$ cat src/rtl/check_seq_multi_pkg.sv
// check_seq_pkg: shared types, LFSR constants and counter helper for the multi-channel sequence checker.
package check_seq_pkg;
  typedef enum logic {WAIT, RUN} state_t;
  localparam logic [15:0] LFSR_SEED = 16'hACE1;
  // Fibonacci taps 16,14,13,11 as a bit mask over lfsr[15:0]
  localparam logic [15:0] LFSR_TAPS = 16'hB400;
  function automatic logic [31:0] sat_inc(input logic [31:0] v, input int unsigned w);
    return (v == (32'hFFFF_FFFF >> (32 - w))) ? v : v + 32'd1;
  endfunction
endpackage

$ cat src/rtl/check_seq_multi_if.sv
// check_seq_multi_if: bundled per-channel valid/ready/data stream feeding the checker.
interface check_seq_multi_if #(parameter int NCH = 4, parameter int DW = 32);
  logic [NCH-1:0] up_valid;
  logic [NCH*DW-1:0] up_data;
  logic [NCH-1:0] up_ready;
  modport master(output up_valid, output up_data, input up_ready);
  modport slave(input up_valid, input up_data, output up_ready);
endinterface

$ cat src/rtl/check_seq_multi_chan.sv
// check_seq_chan: one channel -- 2-entry skid stage, hold throttle, sequence FSM and saturating counters.
// CHECK_SEQ_LFSR_STALL_EN adds a per-channel LFSR that randomly stalls the consumer.
module check_seq_chan
  import check_seq_pkg::*;
#(
  parameter int DW = 32,
  parameter int DELAY = 0,
  parameter int STEP = 1,
  parameter int CW = 16
`ifdef CHECK_SEQ_LFSR_STALL_EN
  , parameter int CH = 0
`endif
) (
  input  logic          clk,
  input  logic          rst,
  input  logic          clr,
  input  logic          i_valid,
  input  logic [DW-1:0] i_data,
  output logic          o_ready,
  output logic [CW-1:0] o_beat_cnt,
  output logic [CW-1:0] o_err_cnt,
  output logic          o_err_pulse,
  output logic          o_err_flag
);
  localparam int HW = DELAY > 0 ? $clog2(DELAY + 1) : 1;
  logic [DW-1:0] r_mem [2];
  logic          r_wp, r_rp;
  logic [1:0]    r_cnt;
  logic [HW-1:0] r_hold;
  logic [DW-1:0] r_exp;
  state_t        r_state, w_state_nxt;
  logic          w_push, w_pop, w_stall, w_mis;
  logic [1:0]    w_cnt_nxt;
  logic [DW-1:0] w_data;

  assign w_push    = i_valid & o_ready;
  assign w_pop     = (r_cnt != 2'd0) & (r_hold == '0) & ~w_stall;
  assign w_cnt_nxt = r_cnt + {1'b0, w_push} - {1'b0, w_pop};
  assign w_data    = r_mem[r_rp];

`ifdef CHECK_SEQ_LFSR_STALL_EN
  logic [15:0] r_lfsr;
  always_ff @(posedge clk)
    r_lfsr <= rst ? LFSR_SEED ^ 16'(CH) : {r_lfsr[14:0], ^(r_lfsr & LFSR_TAPS)};
  assign w_stall = r_lfsr[1:0] == 2'b00;
`else
  assign w_stall = 1'b0;
`endif

  always_comb begin
    w_state_nxt = w_pop ? RUN : r_state;
    w_mis       = w_pop && (r_state == RUN) && (w_data != r_exp);
  end

  always_ff @(posedge clk)
    if (w_push) r_mem[r_wp] <= i_data;

  always_ff @(posedge clk) begin
    if (rst) begin
      r_wp        <= 1'b0;
      r_rp        <= 1'b0;
      r_cnt       <= 2'd0;
      r_hold      <= '0;
      o_ready     <= 1'b0;
      r_state     <= WAIT;
      r_exp       <= '0;
      o_beat_cnt  <= '0;
      o_err_cnt   <= '0;
      o_err_pulse <= 1'b0;
      o_err_flag  <= 1'b0;
    end else begin
      r_wp        <= r_wp ^ w_push;
      r_rp        <= r_rp ^ w_pop;
      r_cnt       <= w_cnt_nxt;
      r_hold      <= w_pop ? HW'(DELAY) : (r_hold != '0 ? r_hold - HW'(1) : r_hold);
      o_ready     <= w_cnt_nxt != 2'd2;
      r_state     <= w_state_nxt;
      // a match means data == exp, so both WAIT seeding and resync collapse to data+STEP
      r_exp       <= w_pop ? w_data + DW'(STEP) : r_exp;
      o_beat_cnt  <= clr ? '0 : (w_pop ? CW'(sat_inc(32'(o_beat_cnt), CW)) : o_beat_cnt);
      o_err_cnt   <= clr ? '0 : (w_mis ? CW'(sat_inc(32'(o_err_cnt), CW)) : o_err_cnt);
      o_err_pulse <= w_mis;
      o_err_flag  <= ~clr & (o_err_flag | w_mis);
    end
  end
endmodule

$ cat src/rtl/check_seq_multi.sv
// check_seq_multi: NCH independent stream sequence checkers with a global sticky error flag.
// CHECK_SEQ_LFSR_STALL_EN enables pseudo-random consumer stalls in every channel.
module check_seq_multi
  import check_seq_pkg::*;
#(
  parameter int NCH = 4,
  parameter int DW = 32,
  parameter int DELAY = 0,
  parameter int STEP = 1,
  parameter int CW = 16
) (
  input  logic                clk,
  input  logic                rst,
  check_seq_multi_if.slave    up,
  input  logic                clr,
  output logic [NCH*CW-1:0]   beat_cnt,
  output logic [NCH*CW-1:0]   err_cnt,
  output logic [NCH-1:0]      err_pulse,
  output logic                err_any
);
  logic [NCH-1:0] w_err_flag;

  for (genvar i = 0; i < NCH; i++) begin : g_ch
    check_seq_chan #(
      .DW(DW), .DELAY(DELAY), .STEP(STEP), .CW(CW)
`ifdef CHECK_SEQ_LFSR_STALL_EN
      , .CH(i)
`endif
    ) u_chan (
      .clk        (clk),
      .rst        (rst),
      .clr        (clr),
      .i_valid    (up.up_valid[i]),
      .i_data     (up.up_data[i*DW +: DW]),
      .o_ready    (up.up_ready[i]),
      .o_beat_cnt (beat_cnt[i*CW +: CW]),
      .o_err_cnt  (err_cnt[i*CW +: CW]),
      .o_err_pulse(err_pulse[i]),
      .o_err_flag (w_err_flag[i])
    );
  end

  assign err_any = |w_err_flag;
endmodule

$ cat src/flat_wrapper.sv
// flat-port wrapper written by rule: the top's interface ports become plain ports
module check_seq_multi_flat import check_seq_pkg::*;
#(
  parameter int NCH = 4,
  parameter int DW = 32,
  parameter int DELAY = 0,
  parameter int STEP = 1,
  parameter int CW = 16
)
  (clk, rst, clr, beat_cnt, err_cnt, err_pulse, err_any, up_up_valid, up_up_data, up_up_ready);
  check_seq_multi_if #(.NCH(NCH), .DW(DW)) up_i ();
  input  logic clk;
  input  logic rst;
  input  logic clr;
  output logic [NCH*CW-1:0] beat_cnt;
  output logic [NCH*CW-1:0] err_cnt;
  output logic [NCH-1:0] err_pulse;
  output logic err_any;
  input wire logic [$bits(up_i.up_valid)-1:0] up_up_valid;
  input wire logic [$bits(up_i.up_data)-1:0] up_up_data;
  output wire logic [$bits(up_i.up_ready)-1:0] up_up_ready;
  assign up_i.up_valid = up_up_valid;
  assign up_i.up_data = up_up_data;
  assign up_up_ready = up_i.up_ready;
  check_seq_multi #(.NCH(NCH), .DW(DW), .DELAY(DELAY), .STEP(STEP), .CW(CW)) u_core (.clk(clk), .rst(rst), .up(up_i), .clr(clr), .beat_cnt(beat_cnt), .err_cnt(err_cnt), .err_pulse(err_pulse), .err_any(err_any));
endmodule
$ cat config.mk
export PLATFORM = sky130hd
export DESIGN_NAME = check_seq_multi_flat
export DESIGN_NICKNAME = d
export VERILOG_FILES = /design/src/rtl/check_seq_multi_pkg.sv /design/src/rtl/check_seq_multi_if.sv /design/src/rtl/check_seq_multi_chan.sv /design/src/rtl/check_seq_multi.sv /design/src/flat_wrapper.sv
export SDC_FILE = /design/constraint.sdc
export NUM_CORES = 1
export LEC_CHECK = 0
export BUFFER_PORTS_ARGS = -buffer_cell sky130_fd_sc_hd__buf_4
export CORE_MARGIN = 2
export CORE_UTILIZATION = 59
export DETAILED_ROUTE_END_ITERATION = 6
export PLACE_DENSITY = 0.87
export SLEW_MARGIN = 20
export SYNTH_ARGS = -nofsm -noshare
export SYNTH_HDL_FRONTEND = slang
export SYNTH_SLANG_ARGS = --single-unit
$ cat constraint.sdc
create_clock -name clk -period 3.1 [get_ports clk]
set_input_delay 0.62 -clock clk [delete_from_list [all_inputs] [get_ports clk]]
set_output_delay 0.62 -clock clk [all_outputs]
set_load 0.05 [all_outputs]
==> results.json <==
{
  "cts.htree.levels": 2,
  "clockPowerShare_pct": 32.3,
  "cp_data_required_time_ns": 3.63,
  "num_antenna_cells": 0,
  "leakage_uw": 0.0103,
  "fmax_mhz": 346,
  "timing_max_transition_violations_final": 0,
  "syn-cell-area_um2": 25500,
  "antenna_found_initial": 0,
  "final.setup_skew_ns": 0.0222,
  "layoutNonFillerInstCount": 3298,
  "synth_edf_count": 256,
  "switchingPower_uw": 6720,
  "drt_pass1_iterations": 5,
  "groute.usage.overall_pct": 27.0,
  "synth-seq-area-share_pct": 53.2,
  "tightest_slew_ns": 0.797,
  "netlist_top_cells_count": "sky130_fd_sc_hd__nand2_1 (323), sky130_fd_sc_hd__dfxtp_1 (292), sky130_fd_sc_hd__edfxtp_1 (256), sky130_fd_sc_hd__xnor2_1 (207), sky130_fd_sc_hd__a21oi_1 (168)",
  "number_of_global_route_vias_before_repair": 19163,
  "area.sequential_um2": 13500,
  "dp_hpwl_um": 42100,
  "cts_tree": "done",
  "yosys_top_cell_by_area": "sky130_fd_sc_hd__edfxtp_1",
  "ir_worst_vdd_v": 0.000564,
  "fin_nets": 2868,
  "post_synth.cell_area_avg_um2": 10.5,
  "fillerInstances": 2962,
  "yosysMostFrequentCell": "sky130_fd_sc_hd__nand2_1",
  "placement.io_buffers": 271,
  "routedWlPerCell_um": 18.6,
  "grt_start_max_net_pins": 88,
  "share_comb_of_total_power_pct": 25.2,
  "clk_pin_slew_ns": 0.07,
  "min_path_type": "input pin to flip-flop",
  "maxSlewHeadroom_pct": 46.4,
  "place_inst": 3194,
  "rsz0062_at_grt": "false",
  "critPathCaptureType": "flip-flop",
  "cts_num_sinks": 548,
  "postRouteWirelength_um": 61200,
  "sw_frac_of_total_pct": 30.9,
  "clock_path_buffers": 3,
  "routed_via_density": 5.94,
  "fin_setup_tns_ns": 0,
  "synthArstFlopShare_pct": 0,
  "clockRootBuffer": "sky130_fd_sc_hd__clkbuf_16",
  "global_route.overflow_total": 0,
  "sequentialPowerShare_pct": 42.5,
  "outcome": "finished, final reports clean",
  "ys_types": 80,
  "final.period_utilization_pct": 93.2,
  "synth_area_leaders": "sky130_fd_sc_hd__edfxtp_1 (30%), sky130_fd_sc_hd__dfxtp_1 (23%), sky130_fd_sc_hd__xnor2_1 (7.1%)",
  "synthFlopType": "sky130_fd_sc_hd__dfxtp_1",
  "post_cts_hold_buffer_count": 0,
  "drc_errors": 0,
  "p_int_uw": 15000,
  "finalHoldViolations": 0,
  "final_period_minus_worst_setup_slack_ns": 2.89,
  "floorplan.die_area_um2": 44800,
  "drt-initial-drc-count": 1843,
  "floorplan.core_area_um2": 42800,
  "ioPinCount": 272,
  "multiInputGateArea_um2": 11100,
  "criticalPathCategory": "flip-flop to flip-flop",
  "vias": 19600,
  "timing.critical_path.fanout_max": 21,
  "start_util_pct": 59.5,
  "die_x_um": 212,
  "grt_pass1_wl_um": 97400,
  "synthDominantCellAreaShare_pct": 30.2,
  "syn_inst": 2432,
  "post_route_cells_drive_above_1_share_pct": 18.0,
  "std_cell_rows": 76,
  "final_core_utilization_pct": 70.2,
  "worst-endpoint-arrival_ns": 3.42,
  "place_congestion": 0.925,
  "cp-start-kind": "flip-flop",
  "die_h_um": 212,
  "antenna_left": 0,
  "timing.max_cap.violations": 0,
  "postCtsSetupRepairBufs": 0,
  "cts-buffers-inserted": 55,
  "timing.final.setup_violations": 0,
  "power_density_nw_per_um2": 724,
  "yosys_warnings": 0,
  "ys_seq_elements": 548,
  "area_growth_syn_to_layout_pct": 18.1,
  "clk-insertion-delay-late_ns": 0.62
}
-- layer usage --
| layer | track usage (%) | vias up | part of all wire (%) |
|---|---|---|---|
| met2 | 45.7 | 803 | 48 |
| met1 | 34.0 | 9417 | 40 |
| li1 | - | 9209 | - |
| met4 | 12.0 | 0 | 4.1 |
| met5 | 0 | - | 0 |
| met3 | 4.81 | 171 | 7.2 |
-- worst max-delay path, cell delays in order (launching register included) --
cell and delay, ns:
sky130_fd_sc_hd__dfxtp_2 0.65, sky130_fd_sc_hd__buf_12 0.24, sky130_fd_sc_hd__mux2i_1 0.21, sky130_fd_sc_hd__inv_1 0.10
sky130_fd_sc_hd__ha_1 0.22, sky130_fd_sc_hd__nor2b_1 0.20, sky130_fd_sc_hd__nand4_1 0.11, sky130_fd_sc_hd__buf_4 0.22
sky130_fd_sc_hd__nor4b_1 0.46, sky130_fd_sc_hd__xnor2_1 0.18, sky130_fd_sc_hd__nand2_1 0.07, sky130_fd_sc_hd__a21oi_1 0.13
-- per-stage QoR --
stage / hold slack [ns] / area, um^2 / power [uW] / setup WS [ns]
final: 0.183 / 30100 / 21800 / 0.210
after global routing: 0.162 / 30100 / 22700 / 0.0111
after CTS: 0.150 / 30000 / 21800 / 0.0156
after detailed placement: 0.457 / 28100 / 14800 / 0.0879
after global placement: 0.444 / 28100 / 14500 / 0.195
after floorplan: 0.431 / 25500 / 13400 / 0.504
-- cells by family after synthesis --
logic type / after synthesis / synth area share [%]
AO/OA/AOI/OAI: 305 / 7.09
XOR/XNOR: 285 / 9.81
adder cells (fa/ha/maj): 28 / 1.38
buffers and inverters: 170 / 3.15
flip-flops: 548 / 53.2
multiplexers: 162 / 6.87
other: 1 / 0.0147
AND/OR/NAND/NOR: 933 / 18.5
-- power by group through the flow --
stage,Clock [uW],Combinational [uW],Sequential (uW)
4_1_cts,7100,5470,9220
2_1_floorplan,0,4330,9090
6_report,7030,5490,9240
3_5_place_dp,0,5400,9360
5_1_grt,7390,5970,9330
3_3_place_gp,0,5210,9310
-- layout make-up --
cell class	instances	share of cell area, %
repair buffers	335	8.59
flip-flops and latches	548	45.1
multi-input cells	1717	37.1
well taps	546	2.27
clock buffers	61	4.73
clock inverters	43	1.65
inverters	48	0.600
-- sequential cells by signal (all words and copies together), names as in the netlist, 8 cells and up --
name,flops
u_core.g_ch.u_chan.r_exp,128
u_core.g_ch.u_chan.r_mem,256
u_core.g_ch.u_chan.o_err_cnt,64
u_core.g_ch.u_chan.r_cnt,8
u_core.g_ch.u_chan.o_beat_cnt,64
-- final timing paths --
kind	end	slack [ns]	from	cells past startpoint
max reg2reg	u_core.g_ch[0].u_chan.r_exp[20]	0.21	u_core.g_ch[0].u_chan.r_rp	11
min reg2reg	u_core.g_ch[3].u_chan.r_exp[16]	0.46	u_core.g_ch[3].u_chan.r_exp[16]	2
min	u_core.g_ch[3].u_chan.r_mem[1][7]	0.18	up_up_data[103]	1
max	u_core.g_ch[0].u_chan.r_exp[20]	0.21	u_core.g_ch[0].u_chan.r_rp	11
-- what timing repair did --
| item | CTS | global route |
|---|---|---|
| setup endpoints to repair | 0 | 53 |
| gates resized for setup | 0 | 4 |
| hold endpoints to repair | 0 | 0 |
-- placed cells by master, fill, tap and decap left out, types with 6 or more instances in the layout --
cell                         count
sky130_fd_sc_hd__xnor2_1       207
sky130_fd_sc_hd__bufinv_16      10
sky130_fd_sc_hd__mux2i_2        17
sky130_fd_sc_hd__clkinvlp_4      6
sky130_fd_sc_hd__buf_4         329
sky130_fd_sc_hd__xor2_1         78
sky130_fd_sc_hd__clkinv_1       11
sky130_fd_sc_hd__clkinv_2       11
sky130_fd_sc_hd__a21oi_1       168
sky130_fd_sc_hd__or4_1          13
sky130_fd_sc_hd__nor3b_1        14
sky130_fd_sc_hd__nand3b_1       42
sky130_fd_sc_hd__or3_1          58
sky130_fd_sc_hd__mux2_2         10
sky130_fd_sc_hd__nor2_1        142
sky130_fd_sc_hd__nor3_1         36
sky130_fd_sc_hd__nand4_1        41
sky130_fd_sc_hd__nand3_1        97
sky130_fd_sc_hd__o31ai_1        13
sky130_fd_sc_hd__nor4_1         59
sky130_fd_sc_hd__nand2_1       323
sky130_fd_sc_hd__inv_1          47
sky130_fd_sc_hd__o21ai_0        59
sky130_fd_sc_hd__and2_1          9
sky130_fd_sc_hd__nor4b_1         7
sky130_fd_sc_hd__clkbuf_16      56
sky130_fd_sc_hd__nor2b_1         9
sky130_fd_sc_hd__ha_1           28
sky130_fd_sc_hd__and4_1         14
sky130_fd_sc_hd__dfxtp_1       288
sky130_fd_sc_hd__or2_2           7
sky130_fd_sc_hd__nand2b_1        6
sky130_fd_sc_hd__and3_1         32
sky130_fd_sc_hd__edfxtp_1      256
sky130_fd_sc_hd__mux2i_1       131
Power figures use the tool's default switching activity.
